[src/rtl/button_event_sched.sv]
// button_event_sched: shared ms tick, per-button hold FSMs, round-robin
// arbitration of press events into a FIFO with a valid/ready head.
module button_event_sched #(
    parameter int N_BTN       = 4,
    parameter int TICK_DIV    = 1000,
    parameter int SHORT_TICKS = 50,
    parameter int LONG_TICKS  = 3000,
    parameter int FIFO_DEPTH  = 4,
    parameter int CNT_W       = 12
) (
    input  logic                     clk_in,
    input  logic                     rst_n,
    input  logic [N_BTN-1:0]         btn_in,
    output logic                     evt_valid,
    input  logic                     evt_ready,
    output logic [$clog2(N_BTN)-1:0] evt_btn,
    output logic                     evt_long,
    output logic                     evt_drop,
    output logic                     busy
);

    localparam int BW = $clog2(N_BTN);
    localparam int TW = (TICK_DIV > 1) ? $clog2(TICK_DIV) : 1;
    localparam int AW = $clog2(FIFO_DEPTH);

    typedef enum logic [1:0] {
        ST_IDLE,
        ST_COUNT,
        ST_HELD
    } state_t;

    logic [N_BTN-1:0] r_sync1;
    logic [N_BTN-1:0] r_sync2;

    logic [TW-1:0]    r_tick_cnt;
    logic             w_tick;

    state_t           r_state     [N_BTN];
    state_t           w_state_nxt [N_BTN];
    logic [CNT_W-1:0] r_cnt       [N_BTN];
    logic [CNT_W-1:0] w_cnt_nxt   [N_BTN];
    logic [N_BTN-1:0] w_evt;
    logic [N_BTN-1:0] w_evt_long;
    logic [N_BTN-1:0] w_not_idle;

    logic [N_BTN-1:0] r_pend_v;
    logic [N_BTN-1:0] r_pend_long;
    logic [N_BTN-1:0] w_gnt_vec;
    logic [N_BTN-1:0] w_drop_vec;
    logic             w_gnt_any;
    logic [BW-1:0]    w_gnt_idx;
    logic [BW-1:0]    r_rr_ptr;

    logic [BW:0]      r_mem [FIFO_DEPTH];
    logic [AW-1:0]    r_wptr;
    logic [AW-1:0]    r_rptr;
    logic [AW:0]      r_count;
    logic             w_full;
    logic             w_pop;
    logic             w_push;
    logic             w_push_ok;
    logic [AW:0]      w_cnt_after_pop;
    logic [AW-1:0]    w_rptr_nxt;
    logic [BW:0]      w_push_data;
    logic [BW:0]      w_head_nxt;
    logic             w_valid_nxt;

    logic             r_evt_valid;
    logic [BW-1:0]    r_evt_btn;
    logic             r_evt_long;
    logic             r_drop;

    // Two-flop synchronizer for the asynchronous button inputs.
    always_ff @(posedge clk_in or negedge rst_n) begin
        if (!rst_n) begin
            r_sync1 <= '0;
            r_sync2 <= '0;
        end else begin
            r_sync1 <= btn_in;
            r_sync2 <= r_sync1;
        end
    end

    assign w_tick = (r_tick_cnt == TW'(TICK_DIV - 1));

    // Shared timebase: free-running divider, wraps on the tick cycle.
    always_ff @(posedge clk_in or negedge rst_n) begin
        if (!rst_n) begin
            r_tick_cnt <= '0;
        end else if (w_tick) begin
            r_tick_cnt <= '0;
        end else begin
            r_tick_cnt <= r_tick_cnt + TW'(1);
        end
    end

    // Per-button hold FSM state and counter registers.
    always_ff @(posedge clk_in or negedge rst_n) begin
        if (!rst_n) begin
            for (int i = 0; i < N_BTN; i++) begin
                r_state[i] <= ST_IDLE;
                r_cnt[i]   <= '0;
            end
        end else begin
            for (int i = 0; i < N_BTN; i++) begin
                r_state[i] <= w_state_nxt[i];
                r_cnt[i]   <= w_cnt_nxt[i];
            end
        end
    end

    // Hold FSM next state; events fire only on tick cycles.
    always_comb begin
        for (int i = 0; i < N_BTN; i++) begin
            w_state_nxt[i] = r_state[i];
            w_cnt_nxt[i]   = r_cnt[i];
            w_evt[i]       = 1'b0;
            w_evt_long[i]  = 1'b0;
            w_not_idle[i]  = (r_state[i] != ST_IDLE);
            if (w_tick) begin
                unique case (r_state[i])
                    ST_IDLE: begin
                        if (r_sync2[i]) begin
                            w_cnt_nxt[i]   = CNT_W'(1);
                            w_state_nxt[i] = ST_COUNT;
                        end
                    end
                    ST_COUNT: begin
                        if (!r_sync2[i]) begin
                            w_state_nxt[i] = ST_IDLE;
                            if (r_cnt[i] >= CNT_W'(SHORT_TICKS)) begin
                                w_evt[i] = 1'b1;
                            end
                        end else begin
                            w_cnt_nxt[i] = r_cnt[i] + CNT_W'(1);
                            if (w_cnt_nxt[i] == CNT_W'(LONG_TICKS)) begin
                                w_evt[i]       = 1'b1;
                                w_evt_long[i]  = 1'b1;
                                w_state_nxt[i] = ST_HELD;
                            end
                        end
                    end
                    ST_HELD: begin
                        if (!r_sync2[i]) begin
                            w_state_nxt[i] = ST_IDLE;
                        end
                    end
                    default: begin
                        w_state_nxt[i] = ST_IDLE;
                    end
                endcase
            end
        end
    end

    assign w_full    = (r_count == (AW+1)'(FIFO_DEPTH));
    assign w_pop     = r_evt_valid & evt_ready;
    assign w_push_ok = ~w_full | w_pop;

    // Round-robin grant: first pending slot at or above rr_ptr.
    always_comb begin
        int v_idx;
        v_idx     = 0;
        w_gnt_any = 1'b0;
        w_gnt_idx = '0;
        w_gnt_vec = '0;
        if (w_push_ok) begin
            for (int k = 0; k < N_BTN; k++) begin
                v_idx = (int'(r_rr_ptr) + k) % N_BTN;
                if (!w_gnt_any && r_pend_v[v_idx]) begin
                    w_gnt_any = 1'b1;
                    w_gnt_idx = BW'(v_idx);
                end
            end
        end
        if (w_gnt_any) begin
            w_gnt_vec[w_gnt_idx] = 1'b1;
        end
    end

    // A slot being granted this cycle can take a new event without loss.
    assign w_drop_vec = w_evt & r_pend_v & ~w_gnt_vec;

    // Pending slots, round-robin pointer and drop pulse.
    always_ff @(posedge clk_in or negedge rst_n) begin
        if (!rst_n) begin
            r_pend_v    <= '0;
            r_pend_long <= '0;
            r_rr_ptr    <= '0;
            r_drop      <= 1'b0;
        end else begin
            for (int i = 0; i < N_BTN; i++) begin
                if (w_evt[i] && !w_drop_vec[i]) begin
                    r_pend_v[i]    <= 1'b1;
                    r_pend_long[i] <= w_evt_long[i];
                end else if (w_gnt_vec[i]) begin
                    r_pend_v[i] <= 1'b0;
                end
            end
            if (w_gnt_any) begin
                if (w_gnt_idx == BW'(N_BTN - 1)) begin
                    r_rr_ptr <= '0;
                end else begin
                    r_rr_ptr <= w_gnt_idx + BW'(1);
                end
            end
            r_drop <= |w_drop_vec;
        end
    end

    assign w_push          = w_gnt_any;
    assign w_push_data     = {w_gnt_idx, r_pend_long[w_gnt_idx]};
    assign w_cnt_after_pop = r_count - (AW+1)'(w_pop);
    assign w_rptr_nxt      = r_rptr + AW'(w_pop);
    assign w_valid_nxt     = (w_cnt_after_pop != '0) | w_push;

    // Next head: bypass the push data when the FIFO drains to it.
    always_comb begin
        w_head_nxt = '0;
        if (w_push && (w_cnt_after_pop == '0)) begin
            w_head_nxt = w_push_data;
        end else if (w_valid_nxt) begin
            w_head_nxt = r_mem[w_rptr_nxt];
        end
    end

    // Event FIFO storage, pointers and registered head outputs.
    always_ff @(posedge clk_in or negedge rst_n) begin
        if (!rst_n) begin
            for (int j = 0; j < FIFO_DEPTH; j++) begin
                r_mem[j] <= '0;
            end
            r_wptr      <= '0;
            r_rptr      <= '0;
            r_count     <= '0;
            r_evt_valid <= 1'b0;
            r_evt_btn   <= '0;
            r_evt_long  <= 1'b0;
        end else begin
            if (w_push) begin
                r_mem[r_wptr] <= w_push_data;
                r_wptr        <= r_wptr + AW'(1);
            end
            r_rptr      <= w_rptr_nxt;
            r_count     <= w_cnt_after_pop + (AW+1)'(w_push);
            r_evt_valid <= w_valid_nxt;
            r_evt_btn   <= w_head_nxt[BW:1];
            r_evt_long  <= w_head_nxt[0];
        end
    end

    assign evt_valid = r_evt_valid;
    assign evt_btn   = r_evt_btn;
    assign evt_long  = r_evt_long;
    assign evt_drop  = r_drop;
    assign busy      = (|w_not_idle) | (|r_pend_v) | (r_count != '0);

endmodule
[config.mk]
export PLATFORM = sky130hd
export DESIGN_NAME = button_event_sched
export DESIGN_NICKNAME = d
export VERILOG_FILES = /design/src/rtl/button_event_sched.sv
export SDC_FILE = /design/constraint.sdc
export NUM_CORES = 1
export LEC_CHECK = 0
export ABC_AREA = 1
export CAP_MARGIN = 40
export CORE_MARGIN = 4
export CORE_UTILIZATION = 50
export CTS_CLUSTER_DIAMETER = 100
export DETAILED_ROUTE_END_ITERATION = 6
export PLACE_DENSITY = 0.66
export SLEW_MARGIN = 20
export SYNTH_ARGS = -nofsm -noshare
export SYNTH_HDL_FRONTEND = slang
export SYNTH_SLANG_ARGS = --single-unit
[constraint.sdc]
create_clock -name clk_in -period 2.2 [get_ports clk_in]
set_input_delay 0.22 -clock clk_in [delete_from_list [all_inputs] [get_ports clk_in]]
set_output_delay 0.22 -clock clk_in [all_outputs]
set_load 0.005 [all_outputs]
After elaboration in Yosys (flattened, before gate mapping)
Index checks and enable logic that the tools add are counted.
{ "classes": {"add_sub_neg": 13, "order_cmp": 13, "n_eq_ne": 31, "muxes": 111, "bitwise_logic": 14, "n_reduce_logical": 50} }
{ "op_table": {"columns": ["cell", "n"], "rows": [
  ["two-way mux 12 bit", 8],
  ["one-hot mux 12 bit (2 select lines)", 4],
  ["two-way mux 1 bit", 57],
  ["adder 12 x 1 -> 12 bit (second input constant)", 4],
  ["== test 12 bit (second input constant)", 4],
  ["greater-or-equal comparator 12 x 6 -> 1 bit (second input constant)", 4],
  ["two-way mux 2 bit", 22],
  ["AND reduction 4 bit", 8],
  ["!= test 2 bit (second input constant)", 12],
  ["one-hot mux 2 bit (3 select lines)", 4],
  ["nonzero test 2 bit", 12],
  ["two-way mux 3 bit", 5],
  ["bitwise mux 12 bit", 1],
  ["< comparator 3 x 4 -> 1 bit (second input constant)", 3],
  ["!= test 3 bit (second input constant)", 4],
  ["OR reduction 4 bit", 3],
  ["adder 10 x 1 -> 10 bit (second input constant)", 1],
  ["binary-select mux 1 bit (select 2 bit)", 5],
  ["== test 10 bit (second input constant)", 1],
  ["== test 2 bit (second input constant)", 5],
  ["logical AND 1 bit", 10],
  ["two-way mux 10 bit", 1],
  ["bitwise AND 4 bit", 2],
  ["== test 2 x 1 -> 1 bit (second input constant)", 4],
  ["25 further kinds", 48]
]} }
{ "word_totals": {"regBits": 108, "input_bits": 7, "output_inout_bits": 6} }

Logic depth before layout (Yosys ltp)
{ "logic_depth": {"depth_word": 27, "mapped_depth": 18, "ltp_nobuf": 18} }

Worst setup path after synthesis
OpenSTA, ideal clock, no wires.
{ "synth_path": {"kind": "register to register", "startpoint": "register r_rr_ptr[0]", "endpoint": "register r_pend_long[2]", "setup_ns": 0.121, "arrival_ns": 1.869, "required_ns": 2.079, "path_slack_ns": 0.211, "stages_incl_launch_ff": 17, "n_path_buf": 1, "path_cell_list": "dfrtp_1 -> buf_6 -> nand2_1 -> nand2_1 -> nand2_1 -> nand2_2 -> nor2_4 -> nand3_1 -> nand3_1 -> nand2_4 -> inv_2 -> ha_1 -> inv_1 -> o21ai_0 -> nand3_1 -> nand2_1 -> o21ai_1"} }
{ "synth_via": {"elab_chain_cells": 25} }
{ "synth_lines": {"columns": ["item", "line_no", "text"], "rows": [
  ["start: declaration", "52", "logic [BW-1:0] r_rr_ptr;"],
  ["start signal: assignment", "204", "r_rr_ptr <= w_gnt_idx + BW'(1);"],
  ["parallel branches: the longest is 14 deep, another holds adder 2 x 1 -> 2 bit", null, null],
  ["two-way mux 2 bit *", "170", "if (!w_gnt_any && r_pend_v[v_idx]) begin"],
  ["two-way mux 2 bit *", "167", "if (w_push_ok) begin"],
  ["named net w_gnt_idx[1]", "51", "logic [BW-1:0] w_gnt_idx;"],
  ["< comparator 2 x 3 -> 1 bit (implied by the code) or greater-or-equal comparator 2 x 1 -> 1 bit (tied branches)", "177", "w_gnt_vec[w_gnt_idx] = 1'b1;"],
  ["logical AND 1 bit (implied by the code)", "177", null],
  ["two-way mux 1 bit (implied by the code)", "177", null],
  ["demux 1 bit (select 2 bit) *", "177", null],
  ["two-way mux 4 bit *", "176", "if (w_gnt_any) begin"],
  ["inverter 4 bit *", "182", "assign w_drop_vec = w_evt & r_pend_v & ~w_gnt_vec;"],
  ["bitwise AND 4 bit *", "182", null],
  ["logical NOT 1 bit *", "193", "if (w_evt[i] && !w_drop_vec[i]) begin"],
  ["logical AND 1 bit *", "193", null],
  ["end signal: indexed assignment", "195", "r_pend_long[i] <= w_evt_long[i];"],
  ["end: declaration", "47", "logic [N_BTN-1:0] r_pend_long;"]
]} }
Mark *: on every way through the listed nets, which the timed path passes. The select of a mux whose other input is x is not followed.
A chain may end at the register's enable or synchronous reset.

Worst setup path in the final report
{ "layout_path": {"startpoint": "register r_rr_ptr[0]", "endpoint": "register r_pend_long[1]"} }
The elaborated chain is that of the path after synthesis.

==> out/qor_table.md <==
| Result | Reported | Unit |
|:---|:---|:---|
| Number of levels in the clock H-tree | 3 | - |
| Post-synth top area share | 42.5 | % |
| Count of distinct cell types in the synthesized netlist | 39 | - |
| Largest vdd supply drop | 0.502 | mV |
| Result of the run | finished, final reports clean | - |
| Routed wire length | 13800 | um |
| Placer Congestion | 0.857 | - |
| Async set-or-reset flop fraction in the synthesized netlist | 100 | % |
| Power per standard cell area | 898 | nW/um^2 |
| Total I/O pin count | 13 | - |
| Number of setup violations in the final report | 0 | - |
| End-of-flow core utilization | 59.2 | % |
| Critical setup path kind | reg -> reg | - |
| Critical Path Source Type | flop | - |
| Highest-delay cell along the critical path | dfrtp_1 | - |
| Final worst path period need | 2.09 | ns |
| Final net count | 904 | - |
| Synthesized area per cell | 7.59 | sq um |
| Max Cap Viol | 0 | - |
| Total half-perimeter wirelength after legalization and detailed placement | 10300 | um |
| Post-route clock period utilization | 95.2 | % |
| Power consumption | 6.49 | mW |
| Mapped Cells | 838 | - |
| Via-per-instance ratio | 5.37 | - |
| Worst path arrival time | 2.34 | ns |
| Final setup TNS | 0 | ns |
| Most common cell in the synthesized netlist | nand2_1 | - |
| Core area | 12200 | sq um |
| Max-Slew Margin vs Limit | 67.3 | % |
| RSZ-0062 raised after global routing | true | - |
| Placed insts | 1029 | - |
| CTS Buf Count | 9 | - |
| Combined global-route utilization of all metal layers | 20.1 | % |
| Vias in the first global route | 5300 | - |
| Average routed wire per standard cell | 13.1 | um |
| Commonest cells post-synth | 228 x nand2_1, 113 x inv_1, 108 x dfrtp_1 | - |
| Cells traversed along the worst timing path | buf_4 > nand2_2 > nand2_2 > nand2_2 > nand2_2 > nor2_4 > nand3_2 > nand2_4 > nand3_4 > inv_2 > ha_1 > inv_1 > o21ai_2 > inv_2 > o21ai_1 > nand2_1 | - |
| Clk_skew | 0.00581 | ns |
| Class of the tightest hold or removal check | in -> reg | - |
| Antenna violations before repair | 0 | - |
| DRC Markers | 0 | - |
| WP data required | 2.44 | ns |
| Predominant post-synthesis flop cell | dfrtp_1 | - |
| Drt pass-1 iters | 7 | - |
| Max-slew violation count | 0 | - |
| Buffers added on ports | 12 | - |
| Number of enable flip-flop cells after synthesis | 0 | - |
| Clock root buffer | clkbuf_16 | - |
| Starting utilization of the core area | 52.1 | % |
| Ratio of cells with drive above 1 in the final layout | 13.0 | % |
| Share of the yosys chip area belonging to registers | 42.5 | % |
| Yosys warns | 0 | - |
| Endpoints failing hold | 0 | - |
| Leakage power | 3.32 | nW |
| CTS max path bufs | 2 | - |
| Top cell type by total area after synthesis | dfrtp_1 | - |
| First-pass GRT wire length | 24100 | um |
| Worst Hold Margin | 0.302 | ns |
| Number of design-rule violations left by the first detailed-router iteration | 404 | - |
| Area added between synthesis and finish | 13.7 | % |
| Die height | 121 | um |
| Achievable clock frequency | 477 | MHz |
| Syn_nets | 867 | - |
| Total inserted antenna cells | 0 | - |
| Clk sink count | 108 | - |
| Die outline area | 14600 | sq um |
| Clock latency reported for the late side of the worst-skew pair | 0.35 | ns |
| Post-CTS clock slew at the launch and capture registers of the worst setup and hold paths | 0.08 | ns |
| Transition at the pin with the smallest max-transition slack | 0.490 | ns |
| Largest net degree at the start of global routing | 37 | - |
| Clock tree from TritonCTS | built | - |
| Total congestion overflow | 0 | - |
| Library cell appearing most often on the critical path | nand2_2 | - |
| Crit path max fanout | 6 | - |
| CP endpoint kind | flop | - |
| Overall via count from detail_route | 5629 | - |
| Area of the mapped netlist | 6360 | sq um |
| Horiz. Die Dim | 121 | um |
| Synth area leaders | dfrtp_1 43%, nand2_1 13%, inv_1 6.7% | - |
| Std-Cell Rows | 40 | - |
| Residual antenna-violating net count after detailed routing | 0 | - |
| Total of flip-flops plus latches after synthesis | 108 | - |
| Post-Layout Cell Count | 1048 | - |
| Worst stage delay on the critical path | 0.41 | ns |
sequential cells by signal, summed over array words and instances (netlist names):
signal       count
r_pend_v         4
r_sync2          4
r_cnt           48
evt_btn          2
evt_valid        1
evt_drop         1
r_wptr           2
r_pend_long      4
r_rr_ptr         2
r_count          3
r_state          8
r_tick_cnt      10
r_rptr           2
evt_long         1
r_sync1          4
r_mem           12
report_power, final:
group / leakage (nW) / internal, mW / total (mW) / switching, mW
Clock: 0.163 / 1.02 / 1.80 / 0.779
Sequential: 1.43 / 2.24 / 2.40 / 0.155
Combinational: 1.73 / 0.844 / 2.29 / 1.45
cell type report:
type                       count  area [sq um]
timing repair buffer          31           278
sequential                   108          2710
inverter                     120           450
clock inverter                 7           106
fill                        1119          4980
tap                          168           210
clock buffer                   9           225
multi-input combinational    605          3250
logic make-up (layout without fill, tap and decap cells):
kind of cell / count (synthesis) / in the layout / synth area share, %
compound gates: 113 / 113 / 10.4
fa+ha+maj: 22 / 22 / 4.33
xor+xnor: 9 / 9 / 1.24
buf+inv: 125 / 167 / 7.56
simple gates: 461 / 461 / 34.0
flops: 108 / 108 / 42.5
stage by stage:
step | cell area [sq um] | setup WS (ns)
floorplan | 6360 | 0.211
global placement | 6790 | 0.0551
detailed placement | 6790 | -0.00887
CTS | 7160 | 0.00597
global route | 7230 | -0.0514
finish | 7230 | 0.106
final timing paths:
path / from / end / slack (ns) / cells past startpoint
worst max-delay path: r_rr_ptr[0] / r_pend_long[1] / 0.11 / 16
worst min-delay path: btn_in[0] / r_sync1[0] / 0.30 / 1
worst max register to register: r_rr_ptr[0] / r_pend_long[1] / 0.11 / 16
worst min register to register: r_sync1[0] / r_sync2[0] / 0.35 / 0
max in group asynchronous: rst_n / r_pend_long[0] / 1.08 / 3
min in group asynchronous: rst_n / r_cnt[5] / 0.36 / 2
routing by layer:
layer	wire, um	track usage [%]
met1	6410	26.3
met5	0	0
met4	257	7.37
met2	6710	33.8
met3	399	3.09
layout by cell type (no fill, tap or decap), drive strengths merged, types with 5 or more instances in the layout:
master,synthesis,layout
inv,120,123
o22ai,23,23
clkdlybuf4s50,0,10
dfrtp,108,108
nand3,81,81
nand4,18,18
ha,22,22
xor2,7,7
o21ai,55,55
a21oi,18,18
clkbuf,1,9
buf,4,19
nor2,84,84
o211ai,5,5
nand2,246,246
nand3b,8,8
nor3,18,18
worst max-delay path, delay by kind of cell, from the launching register on:
kind                       cells  cell delay (ns)
adders and majority gates      1             0.14
AOI/OAI and AO/OA              2             0.29
DFF                            1             0.41
buffers and inverters          4             0.37
and+or+nand+nor                9             0.79
what timing repair did:
action                                 4_1_cts  5_1_grt
hold buffers                                 1        0
gates resized for setup                      7       23
pin swaps                                    0        8
buffers inserted                             0        2
endpoints found under the hold margin       33        0
setup endpoints to repair                    3       10
Power figures use the tool's default switching activity.
